<file path="src/rtl/instr_prefetch_if.sv">
// Handshake bundle between the instruction prefetch unit, the Execute
// redirect source, the Fetch stage consumer and instruction memory.
interface instr_prefetch_if;
    logic        redirect_valid;
    logic [31:0] redirect_pc;
    logic        instr_ready;
    logic        instr_valid;
    logic [31:0] instr;
    logic [31:0] pc;
    logic [31:0] pc_plus4;
    logic        mem_req_valid;
    logic [31:0] mem_req_addr;
    logic        mem_req_ready;
    logic        mem_rsp_valid;
    logic [31:0] mem_rsp_data;

    // Prefetch unit side: issues memory requests, presents the queue head.
    modport master (
        input  redirect_valid, redirect_pc, instr_ready,
               mem_req_ready, mem_rsp_valid, mem_rsp_data,
        output instr_valid, instr, pc, pc_plus4,
               mem_req_valid, mem_req_addr
    );

    // Environment side: Execute/Fetch stages and instruction memory.
    modport slave (
        output redirect_valid, redirect_pc, instr_ready,
               mem_req_ready, mem_rsp_valid, mem_rsp_data,
        input  instr_valid, instr, pc, pc_plus4,
               mem_req_valid, mem_req_addr
    );
endinterface

</file>
<file path="src/rtl/instr_prefetch.sv">
// Instruction prefetch queue: keeps up to DEPTH fetched {pc, instr} pairs
// ahead of the Fetch stage, reserving queue space for every request in
// flight so memory responses never need backpressure. A redirect flushes
// the queue and drops responses still owed for the old stream.
module instr_prefetch #(
    parameter int          DEPTH    = 4,
    parameter logic [31:0] RESET_PC = 32'h0000_0000
) (
    input  logic             clk,
    input  logic             reset,
    instr_prefetch_if.master bus
);
    localparam int          AW    = $clog2(DEPTH);
    localparam int          CW    = AW + 1;
    localparam logic [CW:0] LIMIT = (CW + 1)'(DEPTH);

    logic              r_run;
    logic [31:0]       r_fetch_pc;
    logic [31:0]       r_rsp_pc;
    logic [CW-1:0]     r_count;
    logic [CW-1:0]     r_out;
    logic [CW-1:0]     r_discard;
    logic [AW-1:0]     r_wptr;
    logic [AW-1:0]     r_rptr;
    logic [31:0]       r_fifo_pc    [DEPTH];
    logic [31:0]       r_fifo_instr [DEPTH];

    logic              w_redirect;
    logic [31:0]       w_redirect_pc;
    logic [CW:0]       w_inflight;
    logic              w_req_fire;
    logic              w_rsp;
    logic              w_push;
    logic              w_pop;
    logic [CW-1:0]     w_out_next;

    assign w_redirect    = bus.redirect_valid;
    assign w_redirect_pc = bus.redirect_pc & 32'hFFFF_FFFC;

    // Queued entries plus requests in flight (including ones to be dropped)
    // must stay within DEPTH, so every kept response has a free slot.
    assign w_inflight        = {1'b0, r_count} + {1'b0, r_out};
    assign bus.mem_req_valid = r_run & ~w_redirect & (w_inflight < LIMIT);
    assign bus.mem_req_addr  = r_fetch_pc;

    assign w_req_fire = bus.mem_req_valid & bus.mem_req_ready;
    // A response with nothing outstanding is stray (e.g. across a reset).
    assign w_rsp      = bus.mem_rsp_valid & (r_out != '0);
    assign w_push     = w_rsp & (r_discard == '0) & ~w_redirect;
    assign w_pop      = (r_count != '0) & bus.instr_ready & ~w_redirect;

    assign bus.instr_valid = (r_count != '0);
    assign bus.instr       = r_fifo_instr[r_rptr];
    assign bus.pc          = r_fifo_pc[r_rptr];
    assign bus.pc_plus4    = r_fifo_pc[r_rptr] + 32'd4;

    // Outstanding count after this cycle's accepts and responses.
    always_comb begin
        w_out_next = r_out;
        if (w_req_fire) begin
            w_out_next = w_out_next + CW'(1);
        end
        if (w_rsp) begin
            w_out_next = w_out_next - CW'(1);
        end
    end

    // Control state: fetch address, occupancy, pointers and drop accounting.
    always_ff @(posedge clk) begin
        if (!reset) begin
            r_run      <= 1'b0;
            r_fetch_pc <= RESET_PC & 32'hFFFF_FFFC;
            r_rsp_pc   <= RESET_PC & 32'hFFFF_FFFC;
            r_count    <= '0;
            r_out      <= '0;
            r_discard  <= '0;
            r_wptr     <= '0;
            r_rptr     <= '0;
        end else begin
            r_run <= 1'b1;
            r_out <= w_out_next;
            if (w_redirect) begin
                // Everything still owed by memory belongs to the old stream.
                r_fetch_pc <= w_redirect_pc;
                r_rsp_pc   <= w_redirect_pc;
                r_count    <= '0;
                r_wptr     <= '0;
                r_rptr     <= '0;
                r_discard  <= w_out_next;
            end else begin
                if (w_req_fire) begin
                    r_fetch_pc <= r_fetch_pc + 32'd4;
                end
                if (w_rsp && (r_discard != '0)) begin
                    r_discard <= r_discard - CW'(1);
                end
                if (w_push) begin
                    r_wptr   <= r_wptr + AW'(1);
                    r_rsp_pc <= r_rsp_pc + 32'd4;
                end
                if (w_pop) begin
                    r_rptr <= r_rptr + AW'(1);
                end
                case ({w_push, w_pop})
                    2'b10:   r_count <= r_count + CW'(1);
                    2'b01:   r_count <= r_count - CW'(1);
                    default: r_count <= r_count;
                endcase
            end
        end
    end

    // Queue storage: responses return in order, so the kept response always
    // belongs to the next sequential address since the last redirect.
    always_ff @(posedge clk) begin
        if (w_push) begin
            r_fifo_pc[r_wptr]    <= r_rsp_pc;
            r_fifo_instr[r_wptr] <= bus.mem_rsp_data;
        end
    end
endmodule

</file>
<file path="src/flat_wrapper.sv">
// flat-port wrapper written by rule: the top's interface ports become plain ports
module instr_prefetch_flat 
#(
    parameter int          DEPTH    = 4,
    parameter logic [31:0] RESET_PC = 32'h0000_0000
)
  (clk, reset, bus_redirect_valid, bus_redirect_pc, bus_instr_ready, bus_mem_req_ready, bus_mem_rsp_valid, bus_mem_rsp_data, bus_instr_valid, bus_instr, bus_pc, bus_pc_plus4, bus_mem_req_valid, bus_mem_req_addr);
  instr_prefetch_if bus_i ();
  input  logic clk;
  input  logic reset;
  input wire logic [$bits(bus_i.redirect_valid)-1:0] bus_redirect_valid;
  input wire logic [$bits(bus_i.redirect_pc)-1:0] bus_redirect_pc;
  input wire logic [$bits(bus_i.instr_ready)-1:0] bus_instr_ready;
  input wire logic [$bits(bus_i.mem_req_ready)-1:0] bus_mem_req_ready;
  input wire logic [$bits(bus_i.mem_rsp_valid)-1:0] bus_mem_rsp_valid;
  input wire logic [$bits(bus_i.mem_rsp_data)-1:0] bus_mem_rsp_data;
  output wire logic [$bits(bus_i.instr_valid)-1:0] bus_instr_valid;
  output wire logic [$bits(bus_i.instr)-1:0] bus_instr;
  output wire logic [$bits(bus_i.pc)-1:0] bus_pc;
  output wire logic [$bits(bus_i.pc_plus4)-1:0] bus_pc_plus4;
  output wire logic [$bits(bus_i.mem_req_valid)-1:0] bus_mem_req_valid;
  output wire logic [$bits(bus_i.mem_req_addr)-1:0] bus_mem_req_addr;
  assign bus_i.redirect_valid = bus_redirect_valid;
  assign bus_i.redirect_pc = bus_redirect_pc;
  assign bus_i.instr_ready = bus_instr_ready;
  assign bus_i.mem_req_ready = bus_mem_req_ready;
  assign bus_i.mem_rsp_valid = bus_mem_rsp_valid;
  assign bus_i.mem_rsp_data = bus_mem_rsp_data;
  assign bus_instr_valid = bus_i.instr_valid;
  assign bus_instr = bus_i.instr;
  assign bus_pc = bus_i.pc;
  assign bus_pc_plus4 = bus_i.pc_plus4;
  assign bus_mem_req_valid = bus_i.mem_req_valid;
  assign bus_mem_req_addr = bus_i.mem_req_addr;
  instr_prefetch #(.DEPTH(DEPTH), .RESET_PC(RESET_PC)) u_core (.clk(clk), .reset(reset), .bus(bus_i));
endmodule
</file>
<file path="config.mk">
export PLATFORM = sky130hd
export DESIGN_NAME = instr_prefetch_flat
export DESIGN_NICKNAME = d
export VERILOG_FILES = /design/src/rtl/instr_prefetch_if.sv /design/src/rtl/instr_prefetch.sv /design/src/flat_wrapper.sv
export SDC_FILE = /design/constraint.sdc
export NUM_CORES = 1
export LEC_CHECK = 0
export BUFFER_PORTS_ARGS = -buffer_cell sky130_fd_sc_hd__buf_2
export CORE_UTILIZATION = 35
export CTS_BUF_LIST = sky130_fd_sc_hd__clkbuf_4 sky130_fd_sc_hd__clkbuf_8
export DETAILED_ROUTE_END_ITERATION = 12
export PLACE_DENSITY = 0.57
export SYNTH_ARGS = -nofsm -noshare
export SYNTH_HDL_FRONTEND = slang
export SYNTH_SLANG_ARGS = --single-unit
</file>
<file path="constraint.sdc">
create_clock -name clk -period 3.75 [get_ports clk]
set_clock_uncertainty 0.1 [all_clocks]
set_input_delay 0.375 -clock clk [delete_from_list [all_inputs] [get_ports clk]]
set_output_delay 0.375 -clock clk [all_outputs]
set_load 0.05 [all_outputs]
</file>
After elaboration in Yosys (flattened, before gate mapping)
Memories as Yosys holds them, arrays and structs flattened. A register that Yosys moved wholly into a read port is not among the register bits.
Index checks and enable logic that the tools add are counted.
{"block": "word_totals", "ff_bits": 78, "input_bits": 70, "memories": 2, "elab_cells": 62, "ram_bits": 256}
{"name": "u_core.r_fifo_instr", "words": 4, "width": 32, "rd": 1, "rd_ports_with_merged_regs": 1, "wr": 1, "line": "instr_prefetch.sv:26", "text": "logic [31:0] r_fifo_instr [DEPTH];"}
{"name": "u_core.r_fifo_pc", "words": 4, "width": 32, "rd": 1, "rd_ports_with_merged_regs": 1, "wr": 1, "line": "instr_prefetch.sv:25", "text": "logic [31:0] r_fifo_pc [DEPTH];"}
{"block": "op_classes", "reduce_logical": 10, "muxes": 16, "n_bitwise": 10, "n_lt_le_gt_ge": 1, "add_sub_neg": 11, "eq_ne": 2}
{"cell": "$mux W32", "n": 4}
{"cell": "$add A32 B3 Y32 const B", "n": 3}
{"cell": "$mux W3", "n": 4}
{"cell": "$reduce_bool A3 Y1", "n": 3}
{"cell": "$sub A3 B1 Y3 const B", "n": 3}
{"cell": "$and A1 B1 Y1", "n": 8}
{"cell": "$mux W2", "n": 4}
{"cell": "$reduce_bool A2 Y1", "n": 4}
{"cell": "$add A3 B1 Y3 const B", "n": 2}
{"cell": "$pmux W3 S2", "n": 1}
{"cell": "$add A2 B1 Y2 const B", "n": 2}
{"cell": "$add A3 B3 Y4", "n": 1}
{"cell": "$lt A4 B3 Y1 const B", "n": 1}
{"cell": "$logic_not A3 Y1", "n": 1}
{"cell": "$mux W1", "n": 3}
{"cell": "$eq A2 B1 Y1 const B", "n": 1}
{"cell": "$eq A2 B2 Y1 const B", "n": 1}
{"cell": "$not A1 Y1", "n": 2}
{"cell": "$reduce_or A2 Y1", "n": 1}
{"cell": "$logic_and A1 B1 Y1", "n": 1}

Depth between registers and ports, before layout
Gate-level depths: netlist of the first run.
{"block": "depth", "ltp_word": 8, "depth_mapped": 13}

Worst setup path before layout of the first run
Ideal clock, no wire load.
{"block": "synth_timing", "kind": "reg2out", "startpoint": "register (tool-made name)", "endpoint": "output bus_pc_plus4[26]", "path_slack_ns": 0.334, "stages_incl_launch_ff": 9, "n_path_buf": 2, "arrival_ns": 2.941, "required_ns": 3.275, "cell_sequence": "dfxtp_1 > buf_6 > buf_8 > mux4_2 > ha_1 > and3_1 > nor4b_4 > nand4_1 > xnor2_1"}
{"item": "end, declared", "line": "flat_wrapper.sv:20", "text": "output wire logic [$bits(bus_i.pc_plus4)-1:0] bus_pc_plus4;"}

==> metrics.md, run 1 <==
| Metric | Value |
|---|---|
| Outcome | completed |
| Core Region | 38600 um^2 |
| Clk buf depth | 3 |
| Initial antenna violation count | 1 |
| Sequential share of the synthesized area | 65.4% |
| H-tree lvl count | 2 |
| Required time worst endpoint | 3.27 ns |
| Post-synthesis cell count | 915 |
| Post-synth top area share | a little over half |
| DR pass1 iterations | 5 |
| Clock Pin Slew Worst Setup and Hold Paths | 0.06 ns |
| Pwr Total | 8.50 mW |
| Pwr per Cell Area | between 500 and 600 nW/um^2 |
| Synth warn | 0 |
| Vias in the first global route | 8726 |
| CP bufs+invs | 2 |
| Largest cells by area after synthesis | edfxtp_1, dfxtp_1, mux4_2, xnor2_1, nand2_1 |
| 1st-iter DRT viols | 468 |
| Port bufs | between 150 and 200 |
| Arrival @ worst endpoint | 3.08 ns |
| Slowest CP cell | nor4_4 |
| CP Class | register to primary output |
| FF-to-FF End | u_core.bus.mem_req_addr[26] |
| Die width | around 200 um |
| Rel. slew slack | between 40 and 50% |
| CP startpoint kind | register |
| Initial core utilization | 35.5% |
| Crit path to | bus_pc_plus4[17] |
| Detail Placement HPWL | 21700 um |
| Fin. Hold Viols | 0 |
| WL final | between 30000 and 40000 um |
| Die H | ~200 um |
| Total number of vias | 8731 |
| Antenna-violating nets left | 0 |
| Flop2flop setup slack | 0.95 ns |
| Via density | 4.99 |
| CTS tree | done |
| Largest net degree at the start of global routing | between 40 and 50 |
| Tcrit/Tclk final | 94.9% |
| Crit end category | primary output |
| DP Area | 15300 um^2 |
| Setup_tns | 0 ns |
| Die Area | 40000 um^2 |
| Slew @ Worst Pin | 0.749 ns |
| Proportion of layout cells with a drive suffix above 1 | 31.5% |
| Most used DFF post-synth | edfxtp_1 |
| Pre-CTS setup slack | 0.403 ns |
| CTS Buf Count | 53 |
| Post-synth top area cell | edfxtp_1 |
| Pleak | slightly below 6 nW |
| Syn Std Cell Area | about 14000 um^2 |
| Post-route insts no fill | 1751 |
| R2R depth | 6 |
| Critical R2R Launch | u_core.r_count[2] |
| Remaining global-route overflow | 0 |
| Fmax | 281 MHz |
| CP Max Fanout | 8 |
| Worst-path cell chain | buf_4 -> mux4_2 -> nand4_2 -> nor4_4 -> nand4_1 -> xnor2_1 -> buf_2 |
| Critical Path Stages | 7 |
| RSZ-0062 raised after global routing | no |
| Global-route wire length before repair | 50000 um |
| Total track usage | 16.4% |
| Row cnt | roughly 70 |
| Gpl congestion | 0.829 |
| Design Area, Final | 16900 um^2 |
| EDFF count, synth | 248 |
| Synth Register Bits | ~320 |
| WL/cell | around 19 um |
| N_diodes | 0 |
| Root Driver | clkbuf_8 |
| Final #Nets | about 1300 |
| Num Clock Sinks | 324 |
| Mean post-synth cell area | approximately 15 um^2 |
| Ports | 200 |
| Crit path largest cell delay | 0.44 ns |
| Max Slew Vio Count | 0 |
| Critical path's top delay family | simple AND/OR/NAND/NOR gates |
| Final setup vio count | 0 |
| DP Cell Count | between 1500 and 2000 |
| Distinct cells, synth | between 60 and 70 |
| Area growth syn-to-layout | 23.1% |
| Ys async rst share | 0% |
| Worst setup margin | 0.190 ns |
| Fin crit period | ~3.6 ns |
| Worst vdd ir | 0.231 mV |
| Worst skew pair latency | roughly 0.59 ns |
| Max-cap violations | 0 |
| DRC Markers | 0 |
| Hold WC Path Type | input port to register |
power by group:
group	internal, mW	switching [mW]	leakage, nW
clock network	1.62	1.38	0.556
logic	0.407	0.940	2.44
registers	4.04	0.120	2.88
total	6.07	2.44	5.88
synth_stat cells, types with 4 or more instances:
cell,instances
xnor2_1,55
inv_1,27
nand3_1,29
nor3_1,14
buf_1,5
and2_1,9
nand4_1,24
o211ai_1,8
mux2i_1,4
edfxtp_1,248
nand2b_1,4
ha_1,15
buf_2,8
nand2_1,53
a211oi_1,9
mux4_2,62
o21ai_0,28
nor3b_1,4
xor2_1,13
dfxtp_1,76
nor2_1,42
clkbuf_1,25
a31oi_1,14
or4_1,6
and3_1,12
nor4_1,10
a21oi_1,36
or3_1,9
and4_1,9
buf_4,7
final cells by class:
cell class              instances  area [um^2]
clock buffers                  78          948
clock inverters                18         86.3
fillers                      3555        21800
inverters                      29          109
multi-input cells             518         4410
flip-flops and latches        324         8980
well taps                     518          648
repair buffers                266         1700
worst min path at each step:
stage | to | start | cells past startpoint | slack [ns]
CTS | u_core.r_rsp_pc[13] | bus_redirect_pc[13] | 3 | 0.0004
detailed placement | u_core.r_count[2] | u_core.r_count[2] | 2 | 0.41
finish | u_core.bus.mem_req_addr[19] | bus_redirect_pc[19] | 4 | 0.05
global placement | u_core.r_count[2] | u_core.r_count[2] | 2 | 0.40
global route | u_core.r_rsp_pc[13] | bus_redirect_pc[13] | 3 | 0.01
floorplan | u_core.r_run | reset | 0 | 0.30
tightest hold or removal path, stage by stage:
cell and delay, ns:
buf_2 0.10, nand2_1 0.05, o21ai_0 0.06, o21a_1 0.12
flip-flops by register name, indices dropped and copies added, names as in the netlist, named ones only:
name and cells:
u_core.bus.mem_req_addr 30, u_core.r_count 3, u_core.r_discard 3, u_core.r_fifo_instr 128, u_core.r_fifo_pc 120, u_core.r_out 3
u_core.r_rptr 2, u_core.r_rsp_pc 30, u_core.r_run 1, u_core.r_wptr 2
metrics by stage:
stage	hold WS [ns]	utilization [%]
floorplan	0.303	-
global placement	0.401	39.6
detailed placement	0.414	39.6
CTS	0.000419	43.6
global route	0.0149	43.7
finish	0.0489	43.7
layer usage:
metal	track usage, %	vias to the layer above	share of wire [%]
li1	-	4110	-
met3	3.68	39	6.7
met2	26.1	280	46
met4	4.47	2	1.5
met5	0	-	0.031
met1	22.7	4300	46
placed cells by master, fill, tap and decap left out, drive strengths merged, types with 16 or more instances in the layout:
| cell | instances |
|---|---|
| mux4 | 62 |
| nand4 | 27 |
| edfxtp | 248 |
| o21ai | 28 |
| nor2 | 42 |
| clkinv | 16 |
| clkbuf | 79 |
| buf | 220 |
| inv | 31 |
| xnor2 | 55 |
| nand3 | 29 |
| dfxtp | 76 |
| a21oi | 36 |
| dlygate4sd3 | 45 |
| nand2 | 53 |
cell families (layout without fill, tap and decap cells):
| family | after synthesis | after routing | share of synthesized area [%] |
|---|---|---|---|
| AO/OA/AOI/OAI | 119 | 119 | 5.40 |
| AND/OR/NAND/NOR | 241 | 241 | 10.0 |
| XOR/XNOR | 68 | 68 | 4.34 |
| other | 1 | 6 | 0.0273 |
| multiplexers | 68 | 68 | 10.6 |
| flip-flops | 324 | 324 | 65.4 |
| buffers and inverters | 78 | 391 | 2.65 |
| adder cells (fa/ha/maj) | 16 | 16 | 1.51 |
what timing repair did:
action / CTS / global route
setup buffers: 6 / 4
hold buffers: 45 / 0
pin swaps: 2 / 0
setup endpoints to repair: 18 / 9
endpoints found under the hold margin: 150 / 0
gates resized for setup: 2 / 1
Note: power is estimated with default switching activity, not from simulation.
==> run 2: changes to the inputs <==
--- a/config.mk
+++ b/config.mk
@@ -6,6 +6,7 @@
 export NUM_CORES = 1
 export LEC_CHECK = 0
 export BUFFER_PORTS_ARGS = -buffer_cell sky130_fd_sc_hd__buf_2
+export CORE_MARGIN = 2
 export CORE_UTILIZATION = 35
 export CTS_BUF_LIST = sky130_fd_sc_hd__clkbuf_4 sky130_fd_sc_hd__clkbuf_8
 export DETAILED_ROUTE_END_ITERATION = 12
@@ -13,3 +14,4 @@
 export SYNTH_ARGS = -nofsm -noshare
 export SYNTH_HDL_FRONTEND = slang
 export SYNTH_SLANG_ARGS = --single-unit
+export TNS_END_PERCENT = 50
==> metrics.md, run 2 (synthesis results as in run 1) <==
| Metric | Value |
|---|---|
| Outcome | completed |
| 1st-iter DRT viols | 399 (-15%) |
| Fin crit period | 3.54 ns (-0.0194 ns) |
| Worst vdd ir | 0.250 mV (+8.4%) |
| Die width | 202 um (+1.0%) |
| Rel. slew slack | 45.5% (-4.1 points) |
| CTS tree | done |
| Total track usage | 15.8% (-0.60 points) |
| Row cnt | 72 (unchanged) |
| RSZ-0062 raised after global routing | no |
| Required time worst endpoint | 3.27 ns (about the same) |
| Hold_sp | reset |
| Via density | 4.95 (-0.64%) |
| Die Area | 40800 um^2 (+2.0%) |
| Fmax | 282 MHz (+0.55%) |
| Worst skew pair latency | 0.63 ns (+0.04 ns) |
| Root Driver | clkbuf_8 |
| Remaining global-route overflow | 0 (unchanged) |
| Hold WC Path Type | input port to register |
| Area growth syn-to-layout | 23.6% |
| Ports | 200 (unchanged) |
| CP Class | register to primary output |
| Most flop-heavy register | u_core.r_fifo_instr |
| Post-route insts no fill | 1760 (+0.51%) |
| Final Core Density | 43.8% (+0.16 points) |
| Initial core utilization | 35.5% (unchanged) |
| Largest regs | u_core.r_fifo_instr x128, u_core.r_fifo_pc x120 |
| Vias in the first global route | 8616 (-1.3%) |
| WL/cell | 18.5 um (-1.0%) |
| N_diodes | 0 (unchanged) |
| Final setup vio count | 0 (unchanged) |
| Max reg flops | 128 (unchanged) |
| Max Slew Vio Count | 0 (unchanged) |
| Hold WS | 0.0681 ns (+0.0192 ns) |
| R2R depth | 7 (+1) |
| Setup_tns | 0 ns (unchanged) |
| Detail Placement HPWL | 21900 um (+0.76%) |
| Clk buf depth | 3 (unchanged) |
| Max-cap violations | 0 (unchanged) |
| Fin. Hold Viols | 0 (unchanged) |
| Commonest non-fill, non-tap cell in the layout | edfxtp_1 |
| Largest net degree at the start of global routing | 67 (+56%) |
| Pleak | 5.88 nW (+0.10%) |
| Crit end category | primary output |
| Pre-CTS setup slack | 0.413 ns (+0.00954 ns) |
| CTS Buf Count | 53 (unchanged) |
| Final #Nets | 1286 (+0.63%) |
| Pwr per Cell Area | 496 nW/um^2 (-1.5%) |
| Antenna-violating nets left | 0 (unchanged) |
| Initial antenna violation count | 0 (-1) |
| Total number of vias | 8720 (-0.13%) |
| Gpl congestion | 0.821 (-0.93%) |
| Core Region | 38600 um^2 (unchanged) |
| Tcrit/Tclk final | 94.4% (-0.52 points) |
| Worst setup margin | 0.210 ns (+0.0194 ns) |
| Hold Path Cell Cnt | 1 (-3) |
| Arrival @ worst endpoint | 3.07 ns (about the same) |
| Clock Pin Slew Worst Setup and Hold Paths | 0.06 ns (about the same) |
| CP Max Fanout | 8 (unchanged) |
| Die H | 202 um (+1.0%) |
| Global-route wire length before repair | 49700 um (-0.54%) |
| DR pass1 iterations | 4 (-1) |
| Port bufs | 191 (unchanged) |
| Critical R2R Launch | u_core.r_out[0] |
| DP Cell Count | 1603 (+0.19%) |
| Highest-count cells in the layout ignoring fill and taps | edfxtp_1, buf_2, dfxtp_1 |
| Num Clock Sinks | 324 (unchanged) |
| Slew @ Worst Pin | 0.810 ns (+0.0608 ns) |
| H-tree lvl count | 2 (unchanged) |
| WL final | 32500 um (-0.53%) |
| CP startpoint kind | register |
| DRC Markers | 0 (unchanged) |
| Proportion of layout cells with a drive suffix above 1 | 30.5% (-1.0 points) |
==> run 2: per-stage QoR <==
stage / cell area [um^2] / total power, mW
2_1_floorplan: 13700 / 5.19
3_5_place_dp: 15300 / 5.56
4_1_cts: 16900 / 8.52
3_3_place_gp: 15300 / 5.54
5_1_grt: 16900 / 8.78
6_report: 16900 / 8.41
==> run 2: routing by layer <==
| metal | track usage (%) | routed length (um) | vias to the layer above |
|---|---|---|---|
| li1 | - | - | 4126 |
| met1 | 22.0 | 15100 | 4286 |
| met2 | 25.0 | 14900 | 267 |
| met3 | 3.00 | 1830 | 41 |
| met4 | 5.30 | 693 | 0 |
| met5 | 0 | 0 | - |
==> run 2: cell type report <==
class	count	area, um^2
inverters	29	109
well taps	518	648
clock inverters	27	131
clock buffers	70	870
flip-flops and latches	324	8980
multi-input cells	518	4410
repair buffers	274	1800
fillers	3535	21700
==> run 2: repair_timing <==
action / 4_1_cts / 5_1_grt
gates resized for setup: 2 / 1
setup endpoints to repair: 13 / 1
hold buffers: 55 / 0
hold endpoints to repair: 163 / 0
buffers inserted: 5 / 0
==> run 2: final timing paths <==
check / end / slack (ns)
worst min register to register: u_core.bus.mem_req_addr[3] / 0.42
worst max-delay path: bus_pc_plus4[29] / 0.21
worst min-delay path: u_core.r_run / 0.07
worst max register to register: u_core.r_fifo_instr[0][12] / 0.88
==> run 2: critical path: stages, from the launching register on <==
cell     delay [ns]
dfxtp_4        0.37
buf_12         0.15
buf_12         0.14
mux4_2         0.39
nand2_1        0.20
nor4_4         0.30
buf_4          0.23
nand4_1        0.13
xnor2_1        0.23
buf_2          0.30
==> run 2: power breakdown <==
part | internal (mW) | switching [mW]
clock network | 1.52 | 1.37
registers | 4.04 | 0.119
logic | 0.414 | 0.945
